### src/rtl/dm_pkg.sv
// Shared types for the data-memory responder: controller states and decoded
// request operations.
package dm_pkg;

    typedef enum logic [1:0] {
        ST_CLEAR = 2'd0,
        ST_IDLE  = 2'd1,
        ST_WAIT  = 2'd2,
        ST_RESP  = 2'd3
    } state_t;

    typedef enum logic [1:0] {
        OP_LOAD  = 2'd0,
        OP_STORE = 2'd1,
        OP_BAD   = 2'd2
    } op_t;

    // Exactly one of MemRead/MemWrite must be set for a well-formed request.
    function automatic op_t decode_op(input logic rd, input logic wr);
        case ({rd, wr})
            2'b10:   return OP_LOAD;
            2'b01:   return OP_STORE;
            default: return OP_BAD;
        endcase
    endfunction

endpackage

### src/rtl/data_ram.sv
// Single-port synchronous RAM with a registered read port; the read register
// captures the word at Addr on every rising edge.
module data_ram #(
    parameter int ADDR_WIDTH = 8,
    parameter int DATA_WIDTH = 16
) (
    input  logic                  Clock,
    input  logic                  WrEn,
    input  logic [ADDR_WIDTH-1:0] Addr,
    input  logic [DATA_WIDTH-1:0] WrData,
    output logic [DATA_WIDTH-1:0] RdData
);

    logic [DATA_WIDTH-1:0] mem [2**ADDR_WIDTH];

    // NOTE: the array has no reset so it maps onto RAM macros; the controller
    // zeroes it by walking every address after reset instead.
    always_ff @(posedge Clock) begin
        if (WrEn)
            mem[Addr] <= WrData;
        RdData <= mem[Addr];
    end

endmodule

### src/rtl/data_mem_responder.sv
// Load/store responder for the CPU data port: clears the RAM after reset, then
// serves one valid/ready request at a time with WAIT_STATES cycles of latency.
module data_mem_responder
    import dm_pkg::*;
#(
    parameter int ADDR_WIDTH  = 8,
    parameter int DATA_WIDTH  = 16,
    parameter int WAIT_STATES = 1
) (
    input  logic                  Clock,
    input  logic                  Reset,
    input  logic                  ReqValid,
    output logic                  ReqReady,
    input  logic                  MemRead,
    input  logic                  MemWrite,
    input  logic [ADDR_WIDTH-1:0] Address,
    input  logic [DATA_WIDTH-1:0] WriteData,
    output logic                  RspValid,
    output logic [DATA_WIDTH-1:0] ReadData,
    output logic                  Error
);

    localparam int                DEPTH     = 2**ADDR_WIDTH;
    localparam logic [ADDR_WIDTH:0] CLR_LAST = (ADDR_WIDTH+1)'(DEPTH - 1);
    localparam logic [3:0]        WAIT_LOAD = (WAIT_STATES > 0) ? 4'(WAIT_STATES - 1) : 4'd0;
    localparam bit                NO_WAIT   = (WAIT_STATES == 0);

    state_t                state, state_next;
    logic [ADDR_WIDTH:0]   clr_cnt;
    logic [3:0]            wait_cnt;
    op_t                   op_in, op_q, commit_op;
    logic [ADDR_WIDTH-1:0] addr_q, ram_addr;
    logic [DATA_WIDTH-1:0] data_q, ram_wdata, ram_rdata;
    logic                  accept, last_wait, commit, ram_we;

    assign op_in = decode_op(MemRead, MemWrite);

    // NOTE: all clocked state uses non-blocking assignments so every register
    // samples pre-edge values regardless of block ordering.
    always_ff @(posedge Clock) begin
        if (Reset)
            state <= ST_CLEAR;
        else
            state <= state_next;
    end

    always_ff @(posedge Clock) begin
        if (Reset) begin
            clr_cnt  <= '0;
            wait_cnt <= '0;
            op_q     <= OP_BAD;
            addr_q   <= '0;
            data_q   <= '0;
        end else begin
            if (state == ST_CLEAR)
                clr_cnt <= clr_cnt + (ADDR_WIDTH+1)'(1);
            if (accept) begin
                op_q     <= op_in;
                addr_q   <= Address;
                data_q   <= WriteData;
                wait_cnt <= WAIT_LOAD;
            end else if (state == ST_WAIT && wait_cnt != 4'd0) begin
                wait_cnt <= wait_cnt - 4'd1;
            end
        end
    end

    // NOTE: every output of this block gets a default first, so no path can
    // leave a signal unassigned and infer a latch.
    always_comb begin
        state_next = state;
        ReqReady   = 1'b0;
        RspValid   = 1'b0;
        accept     = 1'b0;
        last_wait  = 1'b0;
        case (state)
            ST_CLEAR: if (clr_cnt == CLR_LAST) state_next = ST_IDLE;
            ST_IDLE: begin
                ReqReady = 1'b1;
                if (ReqValid) begin
                    accept     = 1'b1;
                    state_next = NO_WAIT ? ST_RESP : ST_WAIT;
                end
            end
            ST_WAIT: begin
                if (wait_cnt == 4'd0) begin
                    last_wait  = 1'b1;
                    state_next = ST_RESP;
                end
            end
            ST_RESP: begin
                RspValid   = 1'b1;
                state_next = ST_IDLE;
            end
            default: state_next = ST_CLEAR;
        endcase
    end

    // With no wait states the op commits on the accept edge straight from the
    // request inputs; otherwise on the last WAIT edge from the latched copy.
    assign commit_op = NO_WAIT ? op_in : op_q;
    assign commit    = NO_WAIT ? accept : last_wait;

    always_comb begin
        ram_we    = 1'b0;
        ram_addr  = addr_q;
        ram_wdata = data_q;
        case (state)
            ST_CLEAR: begin
                ram_we    = 1'b1;
                ram_addr  = clr_cnt[ADDR_WIDTH-1:0];
                ram_wdata = '0;
            end
            ST_IDLE: begin
                ram_addr  = Address;
                ram_wdata = WriteData;
            end
            default: ;
        endcase
        if (commit && commit_op == OP_STORE && !Reset)
            ram_we = 1'b1;
    end

    data_ram #(
        .ADDR_WIDTH (ADDR_WIDTH),
        .DATA_WIDTH (DATA_WIDTH)
    ) u_ram (
        .Clock  (Clock),
        .WrEn   (ram_we),
        .Addr   (ram_addr),
        .WrData (ram_wdata),
        .RdData (ram_rdata)
    );

    assign ReadData = (RspValid && op_q == OP_LOAD) ? ram_rdata : '0;
    assign Error    = RspValid && (op_q == OP_BAD);

endmodule

### config.mk
export PLATFORM = sky130hd
export DESIGN_NAME = data_mem_responder
export DESIGN_NICKNAME = d
export VERILOG_FILES = /design/src/rtl/dm_pkg.sv /design/src/rtl/data_ram.sv /design/src/rtl/data_mem_responder.sv
export SDC_FILE = /design/constraint.sdc
export NUM_CORES = 2
export LEC_CHECK = 0
export BUFFER_PORTS_ARGS = -buffer_cell sky130_fd_sc_hd__buf_2
export CAP_MARGIN = 25
export CORE_MARGIN = 2
export CORE_UTILIZATION = 48
export CTS_BUF_LIST = sky130_fd_sc_hd__clkbuf_8
export DETAILED_ROUTE_END_ITERATION = 10
export RECOVER_POWER = 100
export SLEW_MARGIN = 20
export SYNTH_ARGS = -nofsm -noshare
export SYNTH_HDL_FRONTEND = slang
export SYNTH_SLANG_ARGS = --single-unit
### constraint.sdc
create_clock -name Clock -period 15.33 [get_ports Clock]
set_input_delay 1.533 -clock Clock [delete_from_list [all_inputs] [get_ports Clock]]
set_output_delay 1.533 -clock Clock [all_outputs]
set_load 0.05 [all_outputs]
==> impl_results.md <==
- Final net count: 7,828
- Primary flip-flop cell chosen by synthesis mapping: sky130_fd_sc_hd__edfxtp_1
- Run status: complete, but fails checks
- DRT Pass-1 Iters: 5
- Synth-to-layout area growth: 11.48%
- Category of the worst setup path capture point: flop
- Sort of element at the start of the critical path: flop
- IR Drop Worst-Case VDD: approximately 190 uV
- Via count of the first global-routing pass: just under 80,000
- Worst Skew: ~64 ps
- Fraction of final layout cells with drive strength greater than 1: between 20% and 30%
- Cells after Synth: 7,086
- Post-route ant nets: 0
- Data required time at the worst endpoint: roughly 16,000 ps
- Filler cells: 25,223
- Mean Syn Cell Area: 22.21 sq um
- Fin area: 175,400 sq um
- Area of the mapped netlist: 157,400 sq um
- GRT Residual Overflow: 0
- Final hold viol count: 0
- Count of buffers from port buffering: 47
- Post-CTS Hold Buffers: 0
- Worst-Margin Slew: around 5000 ps
- Number of clock sinks: 4,153
- I/O pin count: between 40 and 50
- Clk Latency, worst-skew pair: 1200 ps
- Die X: 576.6 microns
- Total number of vias: 79,030
- Power density relative to cell area: between 150 and 200 nW/um^2
- Area of the die: ~330,000 sq um
- Detailed-route vias per instance: 6.242
- Weighted congestion at the end of routability-driven global placement: slightly above 0.8
- Antenna violations before repair: 21
- Number of H-tree branching levels: 6
- Part of the Yosys area used for sequential elements: about four fifths
- CP Max Fanout: between 90 and 100
- Core area: around 330,000 sq um
- Setup Buffers After CTS: 0
- Minimum clock period: 10,370 ps
- Accumulated negative setup slack: 0 ps
- Maximum operating frequency: approximately 96 MHz
- DPL Wire Length: 240,000 microns
- Synth unique cells: 55
- Number of maximum-capacitance constraint violations: 82
- Detail-routed net length per standard cell: 33.27 microns
- Clock-pin slew on the worst setup and hold paths: 60 ps
- Number of DRC markers in iteration 0: 10,219
- Tightest slew margin relative to the limit: -236.4%
- Final period util: approximately 68%
- Leakage: around 55 nW
- CTS tree: built
- Total clock buffers created by CTS: roughly 660
- CP arrival: between 10,000 and 15,000 ps
- Number of cells upsized or downsized after cts: 0
- Total routing resource utilization after global routing: roughly 25%
- Fin Hold WS: 458.9 ps
- Post-Route WL: about 420,000 microns
- Cell area after placement: ~160,000 sq um
- Root buffer cell: sky130_fd_sc_hd__clkbuf_8
- Max Root-Sink Buffers: 4
- Synth Warn #: 0
- Total setup violations reported at the end of the flow: 0
- Sum of internal, switching and leakage power: between 0.03 and 0.04 W
- Row count: 210
- Syn_nets: between 7,000 and 8,000
- Fin. max-slew vios: 3,310
- Type of the worst min-delay path: reg2reg
- Violations in the final reports: max-capacitance violations, max-slew violations
- Kind of critical path: reg2reg
- Register bit total from synthesis: slightly above 4,000
- Pin count of the biggest net entering global routing: between 200 and 250
- Share of flip-flops with an asynchronous set or reset: 0%
- DR DRC count: 0
- Wire length of the first global-routing pass: just under 600,000 microns
- Die Y: roughly 580 microns
- Starting Density: 48.15%
- RSZ-0062 raised after global routing: false
- Number of enable flip-flop cells after synthesis: 4,096
-- state kept, by name, indices dropped and copies added (netlist names) --
signal / cells
state: 2
u_ram.RdData: 16
wait_cnt: 4
u_ram.mem: 4096
clr_cnt: 9
addr_q: 8
commit_op: 2
data_q: 16
-- cell type report --
cell class,count,area (sq um),area share [%]
Clock inverter,504,2580,1.471
Clock buffer,664,9139,5.209
Tap cell,4346,5438,3.100
Timing Repair Buffer,460,2470,1.408
Sequential cell,4153,124100,70.76
Multi-Input combinational cell,2509,31590,18.01
Antenna cell,18,45.04,0.02568
Inverter,8,30.03,0.01712
-- synthesized netlist by cell type (3+ instances only) --
| master | number | area (sq um) |
|---|---|---|
| sky130_fd_sc_hd__nor2_1 | 280 | 1051 |
| sky130_fd_sc_hd__a32oi_1 | 30 | 262.8 |
| sky130_fd_sc_hd__nor3_2 | 17 | 170.2 |
| sky130_fd_sc_hd__inv_1 | 8 | 30.03 |
| sky130_fd_sc_hd__o21ai_0 | 79 | 395.4 |
| sky130_fd_sc_hd__nor3_1 | 45 | 225.2 |
| sky130_fd_sc_hd__nand2_1 | 192 | 720.7 |
| sky130_fd_sc_hd__clkbuf_1 | 164 | 615.6 |
| sky130_fd_sc_hd__nor4_4 | 4 | 85.08 |
| sky130_fd_sc_hd__a22oi_1 | 449 | 3371 |
| sky130_fd_sc_hd__buf_2 | 228 | 1141 |
| sky130_fd_sc_hd__nand2b_1 | 17 | 106.4 |
| sky130_fd_sc_hd__buf_1 | 16 | 60.06 |
| sky130_fd_sc_hd__o22ai_1 | 15 | 93.84 |
| sky130_fd_sc_hd__nor3_4 | 3 | 48.80 |
| sky130_fd_sc_hd__edfxtp_1 | 4096 | 123000 |
| sky130_fd_sc_hd__a22o_1 | 6 | 52.55 |
| sky130_fd_sc_hd__a21o_1 | 4 | 30.03 |
| sky130_fd_sc_hd__ha_1 | 8 | 100.1 |
| sky130_fd_sc_hd__or3_1 | 3 | 18.77 |
| sky130_fd_sc_hd__a21oi_1 | 47 | 235.2 |
| sky130_fd_sc_hd__and2_1 | 17 | 106.4 |
| sky130_fd_sc_hd__a211oi_1 | 3 | 22.52 |
| sky130_fd_sc_hd__nand3_1 | 81 | 405.4 |
| sky130_fd_sc_hd__buf_4 | 7 | 52.55 |
| sky130_fd_sc_hd__xor2_1 | 5 | 43.79 |
| sky130_fd_sc_hd__nor3b_1 | 3 | 22.52 |
| sky130_fd_sc_hd__nand4_1 | 175 | 1095 |
| sky130_fd_sc_hd__dfxtp_1 | 57 | 1141 |
| sky130_fd_sc_hd__mux4_2 | 993 | 22360 |
-- power by group --
| part | switching [W] | internal (W) |
|---|---|---|
| logic | 0.00530 | 0.00351 |
| clock network | 0.00434 | 0.00421 |
| registers | 0.0000881 | 0.0135 |
| total | 0.00973 | 0.0212 |
-- critical path, stage by stage, from the launching register on --
cell                       delay [ps]
sky130_fd_sc_hd__dfxtp_1          340
sky130_fd_sc_hd__inv_1             90
sky130_fd_sc_hd__ha_1             370
sky130_fd_sc_hd__clkbuf_1        1600
sky130_fd_sc_hd__nand2_1          230
sky130_fd_sc_hd__o21ai_0          180
sky130_fd_sc_hd__clkbuf_1        2920
sky130_fd_sc_hd__clkbuf_1        2910
sky130_fd_sc_hd__buf_4           1130
-- worst paths after layout --
check / startpoint / to / slack (ps) / depth (start not counted)
max: state[1] / u_ram.mem[244][12] / 4960 / 8
min: data_q[0] / data_q[0] / 460 / 2
max reg2reg: state[1] / u_ram.mem[244][12] / 4960 / 8
min reg2reg: data_q[0] / data_q[0] / 460 / 2
-- logic make-up after synthesis --
kind of cell,Yosys count,synth area share (%)
and+or+nand+nor,853,2.656
buffers and inverters,424,1.214
DFF,4153,78.88
xor gates and xnor gates,7,0.03896
muxes,995,14.22
adders and majority gates,8,0.06361
AOI/OAI and AO/OA,646,2.922
-- cells in the final DEF, fill, tap and decap left out, drive strengths merged, types with 2 or more instances in the layout --
master	n
edfxtp	4096
mux4	993
clkbuf	991
a22oi	451
nor2	280
inv	273
clkinv	215
nand2	194
nand4	175
buf	133
nand3	81
o21ai	79
nor3	65
dfxtp	57
a21oi	47
a32oi	30
diode	18
nand2b	17
and2	17
o22ai	15
clkinvlp	15
bufinv	9
ha	8
a22o	6
nor4	6
xor2	5
nor3b	5
a21o	4
a211oi	4
or3	3
or3b	3
o31ai	2
nor2b	2
mux2i	2
xnor2	2
or2	2
-- metal layers --
layer	part of all wire, %	global-route usage, %	routed length [microns]	vias to the layer above
met2	48	39.63	201700	3973
li1	-	-	-	31738
met5	0.0064	0	27	-
met4	2.7	6.926	11350	4
met1	40	36.27	170100	42705
met3	9.0	4.851	38060	610
-- stage by stage --
step                      std cells  worst slack, ps  utilization (%)
after detailed placement      11454             8015            50.48
final                         12662             4957            53.67
after global routing          12652             4300            53.66
after global placement        11437             8030            50.39
after CTS                     12622             8748            54.06
after floorplan                7086             1700                -
Note: power is estimated with default switching activity, not from simulation.
